## src/rtl/uart_tx_sched_pkg.sv

```systemverilog
// Shared constants and state encoding for the UART TX scheduler.
package uart_tx_sched_pkg;

  localparam int DATA_WIDTH_DEF = 8;
  localparam int ALU_WIDTH_DEF  = 16;

  localparam logic [1:0] ST_IDLE_C  = 2'b00;
  localparam logic [1:0] ST_HOLD_C  = 2'b01;
  localparam logic [1:0] ST_DRAIN_C = 2'b11;

  typedef enum logic [1:0] {
    IDLE  = ST_IDLE_C,
    HOLD  = ST_HOLD_C,
    DRAIN = ST_DRAIN_C
  } sched_state_e;

endpackage

```

## src/rtl/tx_req_slot.sv

```systemverilog
// One-deep holding slot for a TX requester. A load into a full slot that is
// not being released in the same cycle is dropped and flagged for one cycle.
module tx_req_slot #(
  parameter int W = 8
) (
  input  logic         clk_i,
  input  logic         rst_n_i,
  input  logic         load_i,
  input  logic [W-1:0] data_i,
  input  logic         release_i,
  output logic         valid_o,
  output logic [W-1:0] data_o,
  output logic         drop_o
);

  logic         valid_q, valid_d;
  logic [W-1:0] data_q,  data_d;

  // Slot occupancy and payload: release and load together keeps the new data.
  always_comb begin
    valid_d = valid_q;
    data_d  = data_q;
    drop_o  = 1'b0;
    if (load_i && (!valid_q || release_i)) begin
      valid_d = 1'b1;
      data_d  = data_i;
    end else begin
      if (release_i) begin
        valid_d = 1'b0;
      end
      if (load_i) begin
        drop_o = 1'b1;
      end
    end
  end

  // Slot registers, emptied by reset.
  always_ff @(posedge clk_i or negedge rst_n_i) begin
    if (!rst_n_i) begin
      valid_q <= 1'b0;
      data_q  <= '0;
    end else begin
      valid_q <= valid_d;
      data_q  <= data_d;
    end
  end

  assign valid_o = valid_q;
  assign data_o  = data_q;

endmodule

```

## src/rtl/uart_tx_sched.sv

```systemverilog
// Shares the UART TX channel between register-file bytes and 16-bit ALU
// results. Each byte is presented with a level data-valid that is held until
// the UART reports busy, then dropped before the UART can return to idle.
module uart_tx_sched
  import uart_tx_sched_pkg::*;
#(
  parameter int DATA_WIDTH = DATA_WIDTH_DEF,
  parameter int ALU_WIDTH  = ALU_WIDTH_DEF
) (
  input  logic                  CLK_FSM,
  input  logic                  RST_FSM,
  input  logic                  RF_RD_VLD,
  input  logic [DATA_WIDTH-1:0] RF_RD_DATA,
  input  logic                  ALU_OUT_VLD,
  input  logic [ALU_WIDTH-1:0]  ALU_OUT,
  input  logic                  TX_BUSY,
  output logic [DATA_WIDTH-1:0] TX_P_DATA,
  output logic                  TX_D_VLD,
  output logic                  SCHED_BUSY,
  output logic                  OVF
);

  sched_state_e          state_q, state_d;
  logic [DATA_WIDTH-1:0] tx_data_q, tx_data_d;
  logic                  tx_vld_q, tx_vld_d;
  logic [DATA_WIDTH-1:0] hi_q, hi_d;
  logic                  hi_pend_q, hi_pend_d;
  logic                  ovf_q, ovf_d;

  logic                  rf_valid, alu_valid;
  logic [DATA_WIDTH-1:0] rf_data;
  logic [ALU_WIDTH-1:0]  alu_data;
  logic                  rf_drop, alu_drop;
  logic                  rf_rel, alu_rel;

  tx_req_slot #(.W(DATA_WIDTH)) u_rf_slot (
    .clk_i     (CLK_FSM),
    .rst_n_i   (RST_FSM),
    .load_i    (RF_RD_VLD),
    .data_i    (RF_RD_DATA),
    .release_i (rf_rel),
    .valid_o   (rf_valid),
    .data_o    (rf_data),
    .drop_o    (rf_drop)
  );

  tx_req_slot #(.W(ALU_WIDTH)) u_alu_slot (
    .clk_i     (CLK_FSM),
    .rst_n_i   (RST_FSM),
    .load_i    (ALU_OUT_VLD),
    .data_i    (ALU_OUT),
    .release_i (alu_rel),
    .valid_o   (alu_valid),
    .data_o    (alu_data),
    .drop_o    (alu_drop)
  );

  // Arbitration (RF before ALU), byte sequencing and BUSY handshake.
  always_comb begin
    state_d   = state_q;
    tx_data_d = tx_data_q;
    tx_vld_d  = tx_vld_q;
    hi_d      = hi_q;
    hi_pend_d = hi_pend_q;
    rf_rel    = 1'b0;
    alu_rel   = 1'b0;
    case (state_q)
      IDLE: begin
        if (rf_valid) begin
          tx_data_d = rf_data;
          tx_vld_d  = 1'b1;
          rf_rel    = 1'b1;
          state_d   = HOLD;
        end else if (alu_valid) begin
          tx_data_d = alu_data[DATA_WIDTH-1:0];
          hi_d      = alu_data[ALU_WIDTH-1:DATA_WIDTH];
          hi_pend_d = 1'b1;
          tx_vld_d  = 1'b1;
          alu_rel   = 1'b1;
          state_d   = HOLD;
        end
      end
      HOLD: begin
        if (TX_BUSY) begin
          tx_vld_d = 1'b0;
          state_d  = DRAIN;
        end
      end
      DRAIN: begin
        if (!TX_BUSY) begin
          if (hi_pend_q) begin
            tx_data_d = hi_q;
            tx_vld_d  = 1'b1;
            hi_pend_d = 1'b0;
            state_d   = HOLD;
          end else begin
            state_d = IDLE;
          end
        end
      end
      default: begin
        state_d   = IDLE;
        tx_data_d = '0;
        tx_vld_d  = 1'b0;
        hi_pend_d = 1'b0;
      end
    endcase
  end

  // Overflow is sticky until reset.
  always_comb begin
    ovf_d = ovf_q | rf_drop | alu_drop;
  end

  // State, output and pending-byte registers; reset aborts any transfer.
  always_ff @(posedge CLK_FSM or negedge RST_FSM) begin
    if (!RST_FSM) begin
      state_q   <= IDLE;
      tx_data_q <= '0;
      tx_vld_q  <= 1'b0;
      hi_q      <= '0;
      hi_pend_q <= 1'b0;
      ovf_q     <= 1'b0;
    end else begin
      state_q   <= state_d;
      tx_data_q <= tx_data_d;
      tx_vld_q  <= tx_vld_d;
      hi_q      <= hi_d;
      hi_pend_q <= hi_pend_d;
      ovf_q     <= ovf_d;
    end
  end

  assign TX_P_DATA  = tx_data_q;
  assign TX_D_VLD   = tx_vld_q;
  assign SCHED_BUSY = (state_q != IDLE);
  assign OVF        = ovf_q;

endmodule

```

## config.mk

```make
export PLATFORM = sky130hd
export DESIGN_NAME = uart_tx_sched
export DESIGN_NICKNAME = d
export VERILOG_FILES = /design/src/rtl/uart_tx_sched_pkg.sv /design/src/rtl/tx_req_slot.sv /design/src/rtl/uart_tx_sched.sv
export SDC_FILE = /design/constraint.sdc
export NUM_CORES = 1
export LEC_CHECK = 0
export ABC_AREA = 0
export CAP_MARGIN = 10
export CORE_MARGIN = 3
export CORE_UTILIZATION = 55
export DETAILED_ROUTE_END_ITERATION = 12
export PLACE_DENSITY = 0.88
export SLEW_MARGIN = 20
export SYNTH_ARGS = -nofsm -noshare
export SYNTH_HDL_FRONTEND = slang
export SYNTH_SLANG_ARGS = --single-unit
```

## constraint.sdc

```tcl
create_clock -name CLK_FSM -period 2.8 [get_ports CLK_FSM]
set_clock_uncertainty 0.1 [all_clocks]
set_input_delay 0.56 -clock CLK_FSM [delete_from_list [all_inputs] [get_ports CLK_FSM]]
set_output_delay 0.56 -clock CLK_FSM [all_outputs]
set_load 0.005 [all_outputs]
```

==> results.cfg, run 1 <==
[pwr]
p_switching_uw = 860
pwr-share-seq = 0.430
switching_share = 0.313
cellLeakagePower_uw = 0.00116
power_density_nw_per_um2 = 1040
totalPowerFinal_uw = 2750
power_frac_clock = 0.184
pwr-share-comb = 0.386
peakVddDrop_v = 0.000574
internal-power_uw = 1890

[final_layout]
nets = 221
fillers = 233
area_growth_pct = 24.9
final_layout_size_suffix_gt1_frac = 0.293
design_area_um2 = 2640
antenna_cells = 0
fin_util = 0.749

[critical_path]
worstPathArrival_ps = 1690
path_max_fanout = 4
cp-start-kind = flip-flop
critical_path_class = reg2out
end_kind = primary output
crit_required_ps = 2140

[die]
die_h_um = 68.0
dieArea_um2 = 4620
core_um2 = 3520
dieWidth_um = 68.0
std_cell_rows = 21
io_pins = 40
start_util = 0.600

[synthesis]
synth_edf_count = 0
yosysTopAreaCell = dfrtp_1
synth_common_cells = 47 x dfrtp_1, 41 x mux2_2, 10 x mux2i_1
synthCells = 146
yosysMostFrequentCell = dfrtp_1
synth-async-reset-ratio = 1.00
synth_fp_nets = 180
synth_ff_type = dfrtp_1
synth.area.top_cells = dfrtp_1 56%, mux2_2 22%, mux2i_1 4.7%, o2bb2ai_1 3.3%, ha_1 3.0%
ys_warn_count = 0
ys_seq_area_frac = 0.557
yosysTopAreaCellShare = 0.557
avgSynthCellArea_um2 = 14.5
syn-cell-area_um2 = 2110
synth-seq-cells = 47
ys_types = 28

[clock_network]
cts_sinks = 47
numCtsBuffers = 5
clk_pin_slew_ps = 80
post_cts_resized = 0
htree_levels = 2
clock_tree.root_cell = clkbuf_8
clk_latency_ps = 300
cts.path.max_buffers = 2
post-cts-setup-buffers = 0
cts_hold_buf = 0
cts_tree = built

[placement]
placed_cell_area_um2 = 2520
place_hpwl_mm = 2.87
routabilityCongestion = 0.877
port_buffers = 39

[global_routing]
grt_pass1_wl_mm = 6.56
grt_pass1_vias = 1401
grtUsageTotal = 0.200
grt_max_degree = 48
antenna_found_initial = 0
grt-ovfl-total = 0

[routing]
dr.pass1.iters = 4
ant_nets = 0
wl_per_cell_um = 17.6
drcViolationCount = 0
viasPerCell = 5.52
vias = 1291
routed_wl_mm = 4.12
drtIter0Drc = 77

[outcome]
status = complete, no violations

[worst_hold_path]
holdCritPathClass = in2async

[timing]
rsz0062_at_grt = false
setup_viol = 0
fmax_ghz = 0.425
maxSlewViolCount = 0
relSlewSlack = 0.340
tns_ps = 0
post-route-min-period_ps = 2350
hold_viol_final = 0
final_min_period_over_clock_period = 0.840
worstMarginPinSlew_ps = 990
timing.hold.ws_ps = 322

[flow_run]
cap_viol_max_count = 0
-- final timing paths --
path	startpoint	cells after the start	slack (ps)	to
setup / recovery	state_q[0]	4	450	SCHED_BUSY
hold / removal	RST_FSM	1	320	TX_D_VLD
setup reg to reg	state_q[0]	5	660	u_alu_slot.data_o[15]
hold reg to reg	OVF	1	390	OVF
max in group asynchronous	RST_FSM	1	1670	TX_P_DATA[7]
min in group CLK_FSM	OVF	1	390	OVF
-- layer usage --
layer | vias up | GRT usage | wire [µm]
met1 | 643 | 0.235 | 1740
met3 | 5 | 0.0673 | 218
met5 | - | 0 | 0
met4 | 0 | 0.0596 | 53
li1 | 606 | - | -
met2 | 37 | 0.345 | 2110
-- cell usage in the layout, fill, tap and decap left out --
cell type	instances
a211o_1	1
a21boi_4	1
a21o_1	1
a21oi_1	1
a2bb2oi_1	1
a31o_1	1
a31oi_1	2
a41oi_1	1
and2_4	1
buf_2	1
bufinv_16	1
clkbuf_8	6
clkdlybuf4s50_1	38
clkinv_2	1
dfrtp_1	47
ha_1	5
inv_1	4
mux2_2	41
mux2i_1	10
nand2_1	4
nand2_2	1
nand2b_1	2
nand3_4	1
nor2_1	1
nor2b_1	2
o21ai_0	2
o2bb2ai_1	8
or2b_1	1
or2b_2	1
or3b_1	1
-- layout make-up --
cell class,count,area [µm²],share of cell area
Inverter,4,15.0,0.00570
Tap cell,46,57.6,0.0218
Clock buffer,6,82.6,0.0313
Timing Repair Buffer,39,385,0.146
Sequential cell,47,1180,0.446
Clock inverter,2,35.0,0.0133
Multi-Input combinational cell,90,885,0.336
-- power by group through the flow --
stage | logic [µW] | clock network [µW] | registers, µW
CTS | 1080 | 518 | 1180
detailed placement | 1060 | 0 | 1190
finish | 1060 | 506 | 1180
floorplan | 809 | 0 | 1110
global route | 1170 | 546 | 1210
global placement | 1010 | 0 | 1170
-- registers in the layout, summed over array words and instances, names as in the netlist --
name,cells
TX_D_VLD,1
state_q,2
TX_P_DATA,8
OVF,1
u_alu_slot.valid_o,1
u_alu_slot.data_o,16
hi_q,8
u_rf_slot.data_o,8
hi_pend_q,1
u_rf_slot.valid_o,1
-- metrics by stage --
stage                     setup WS, ps  std cells
final                              449        234
after floorplan                    953        146
after CTS                          477        234
after global routing               384        234
after detailed placement           553        226
after global placement             608        226
-- worst max-delay path, stage by stage, from the launching register on --
cell	delay (ps)
dfrtp_1	430
inv_1	110
ha_1	250
inv_1	100
clkdlybuf4s50_1	500
-- cell families (layout without fill, tap and decap cells) --
kind of cell    after synthesis  after routing  synth area share
mux                          51             51             0.266
buf+inv                       9             51            0.0237
simple gates                 15             15            0.0480
fa+ha+maj                     5              5            0.0296
compound gates               19             19            0.0753
flops                        47             47             0.557
(Power assumes the default switching activity.)
==> inputs of run 2 (changes only) <==
--- a/config.mk
+++ b/config.mk
@@ -8,9 +8,9 @@
 export ABC_AREA = 0
 export CAP_MARGIN = 10
 export CORE_MARGIN = 3
-export CORE_UTILIZATION = 55
+export CORE_UTILIZATION = 51
 export DETAILED_ROUTE_END_ITERATION = 12
-export PLACE_DENSITY = 0.88
+export PLACE_DENSITY = 0.82
 export SLEW_MARGIN = 20
 export SYNTH_ARGS = -nofsm -noshare
 export SYNTH_HDL_FRONTEND = slang
==> constraint.sdc (replaced) <==
create_clock -name CLK_FSM -period 2.4 [get_ports CLK_FSM]
set_clock_uncertainty 0.1 [all_clocks]
set_input_delay 0.48 -clock CLK_FSM [delete_from_list [all_inputs] [get_ports CLK_FSM]]
set_output_delay 0.48 -clock CLK_FSM [all_outputs]
set_load 0.005 [all_outputs]
==> results.cfg, run 2 (synthesized netlist as in run 1, its figures left out) <==
[pwr]
power_density_nw_per_um2 = 1200
internal-power_uw = 2210
power_frac_clock = 0.183
cellLeakagePower_uw = 0.00117
switching_share = 0.308
peakVddDrop_v = 0.000593
pwr-share-comb = 0.388
pwr-share-seq = 0.429
p_switching_uw = 985

[timing]
maxSlewViolCount = 0
tns_ps = 0
post-route-min-period_ps = 2240
final_min_period_over_clock_period = 0.933
timing.hold.ws_ps = 161
rsz0062_at_grt = false
hold_viol_final = 0
worstMarginPinSlew_ps = 633
relSlewSlack = 0.577
fmax_ghz = 0.447
setup_viol = 0

[clock_network]
cts.path.max_buffers = 2
post_cts_resized = 0
htree_levels = 2
post-cts-setup-buffers = 0
clock_tree.root_cell = clkbuf_8
cts_sinks = 47
cts_tree = built
numCtsBuffers = 5
clk_latency_ps = 300
cts_hold_buf = 0
clk_pin_slew_ps = 80

[placement]
routabilityCongestion = 0.776
placed_cell_area_um2 = 2540
port_buffers = 39
place_hpwl_mm = 2.96

[critical_path]
crit_chain = inv_1, ha_1, inv_1, clkdlybuf4s50_1
r2r-end = TX_P_DATA[1]
path_max_fanout = 4
timing.rr.start = state_q[1]
critical_path_class = reg2out
cp_num_buf_inv = 3
r2r_cells = 5
critPathTopFamily = buffers and inverters
slowest_stage = clkdlybuf4s50_1
cp_common_cell = inv_1
crit_required_ps = 1820
cp-start-kind = flip-flop
r2r_slack_ps = 350
end_kind = primary output
slowest_delay_ps = 500
worstPathArrival_ps = 1660

[final_layout]
antenna_cells = 0
largest_reg_flops = 16
area_growth_pct = 25.7
design_area_um2 = 2650
fillers = 269
final_common_cell = dfrtp_1
final_layout_size_suffix_gt1_frac = 0.300
nets = 223
layout_common_cells = 47 x dfrtp_1, 41 x mux2_2, 38 x clkdlybuf4s50_1, 10 x mux2i_1, 8 x o2bb2ai_1

[die]
die_h_um = 70.3
dieWidth_um = 70.3
dieArea_um2 = 4950
core_um2 = 3830
start_util = 0.552
io_pins = 40
std_cell_rows = 22

[outcome]
status = complete, no violations

[routing]
viasPerCell = 5.38
dr.pass1.iters = 4
vias = 1280
drcViolationCount = 0
drtIter0Drc = 38
wl_per_cell_um = 16.6
routed_wl_mm = 3.96
ant_nets = 0

[global_routing]
grt_pass1_wl_mm = 6.87
grt_pass1_vias = 1399
grt_max_degree = 48
grtUsageTotal = 0.179
grt-ovfl-total = 0
antenna_found_initial = 0

[flow_run]
cap_viol_max_count = 0

[worst_hold_path]
holdCritPathClass = in2async
run 2: layout make-up:
cell class	count	area, µm²	share of cell area
repair buffers	41	400	0.151
multi-input cells	90	885	0.333
well taps	48	60.1	0.0226
flip-flops and latches	47	1180	0.443
clock buffers	6	82.6	0.0311
clock inverters	2	35.0	0.0132
inverters	4	15.0	0.00566
run 2: metal layers:
| layer | up-vias | GRT usage | wire length, µm |
|---|---|---|---|
| li1 | 610 | - | - |
| met1 | 631 | 0.232 | 1690 |
| met2 | 33 | 0.291 | 2030 |
| met3 | 6 | 0.0547 | 200 |
| met4 | 0 | 0.0447 | 42 |
| met5 | - | 0 | 0 |
run 2: worst max path at each step:
stage	from	endpoint	slack (ps)	depth (start not counted)
global placement	TX_BUSY	TX_P_DATA[4]	360	4
floorplan	state_q[0]	TX_P_DATA[0]	550	6
CTS	state_q[0]	SCHED_BUSY	150	4
finish	state_q[0]	SCHED_BUSY	160	4
detailed placement	TX_BUSY	TX_P_DATA[1]	290	4
global route	state_q[0]	SCHED_BUSY	60	4
run 2: stage by stage:
stage                util  setup slack (ps)  total power [µW]  std cells
floorplan               -               553              2240        146
global placement    0.663               360              2550        230
detailed placement  0.663               286              2640        230
CTS                 0.694               146              3230        238
global route        0.694              64.0              3410        238
finish              0.694               161              3200        238
run 2: power by group through the flow:
stage | logic [µW] | registers (µW) | clock network (µW)
final | 1240 | 1370 | 585
after global routing | 1360 | 1420 | 631
after CTS | 1260 | 1380 | 598
after detailed placement | 1250 | 1390 | 0
after global placement | 1180 | 1370 | 0
after floorplan | 944 | 1300 | 0
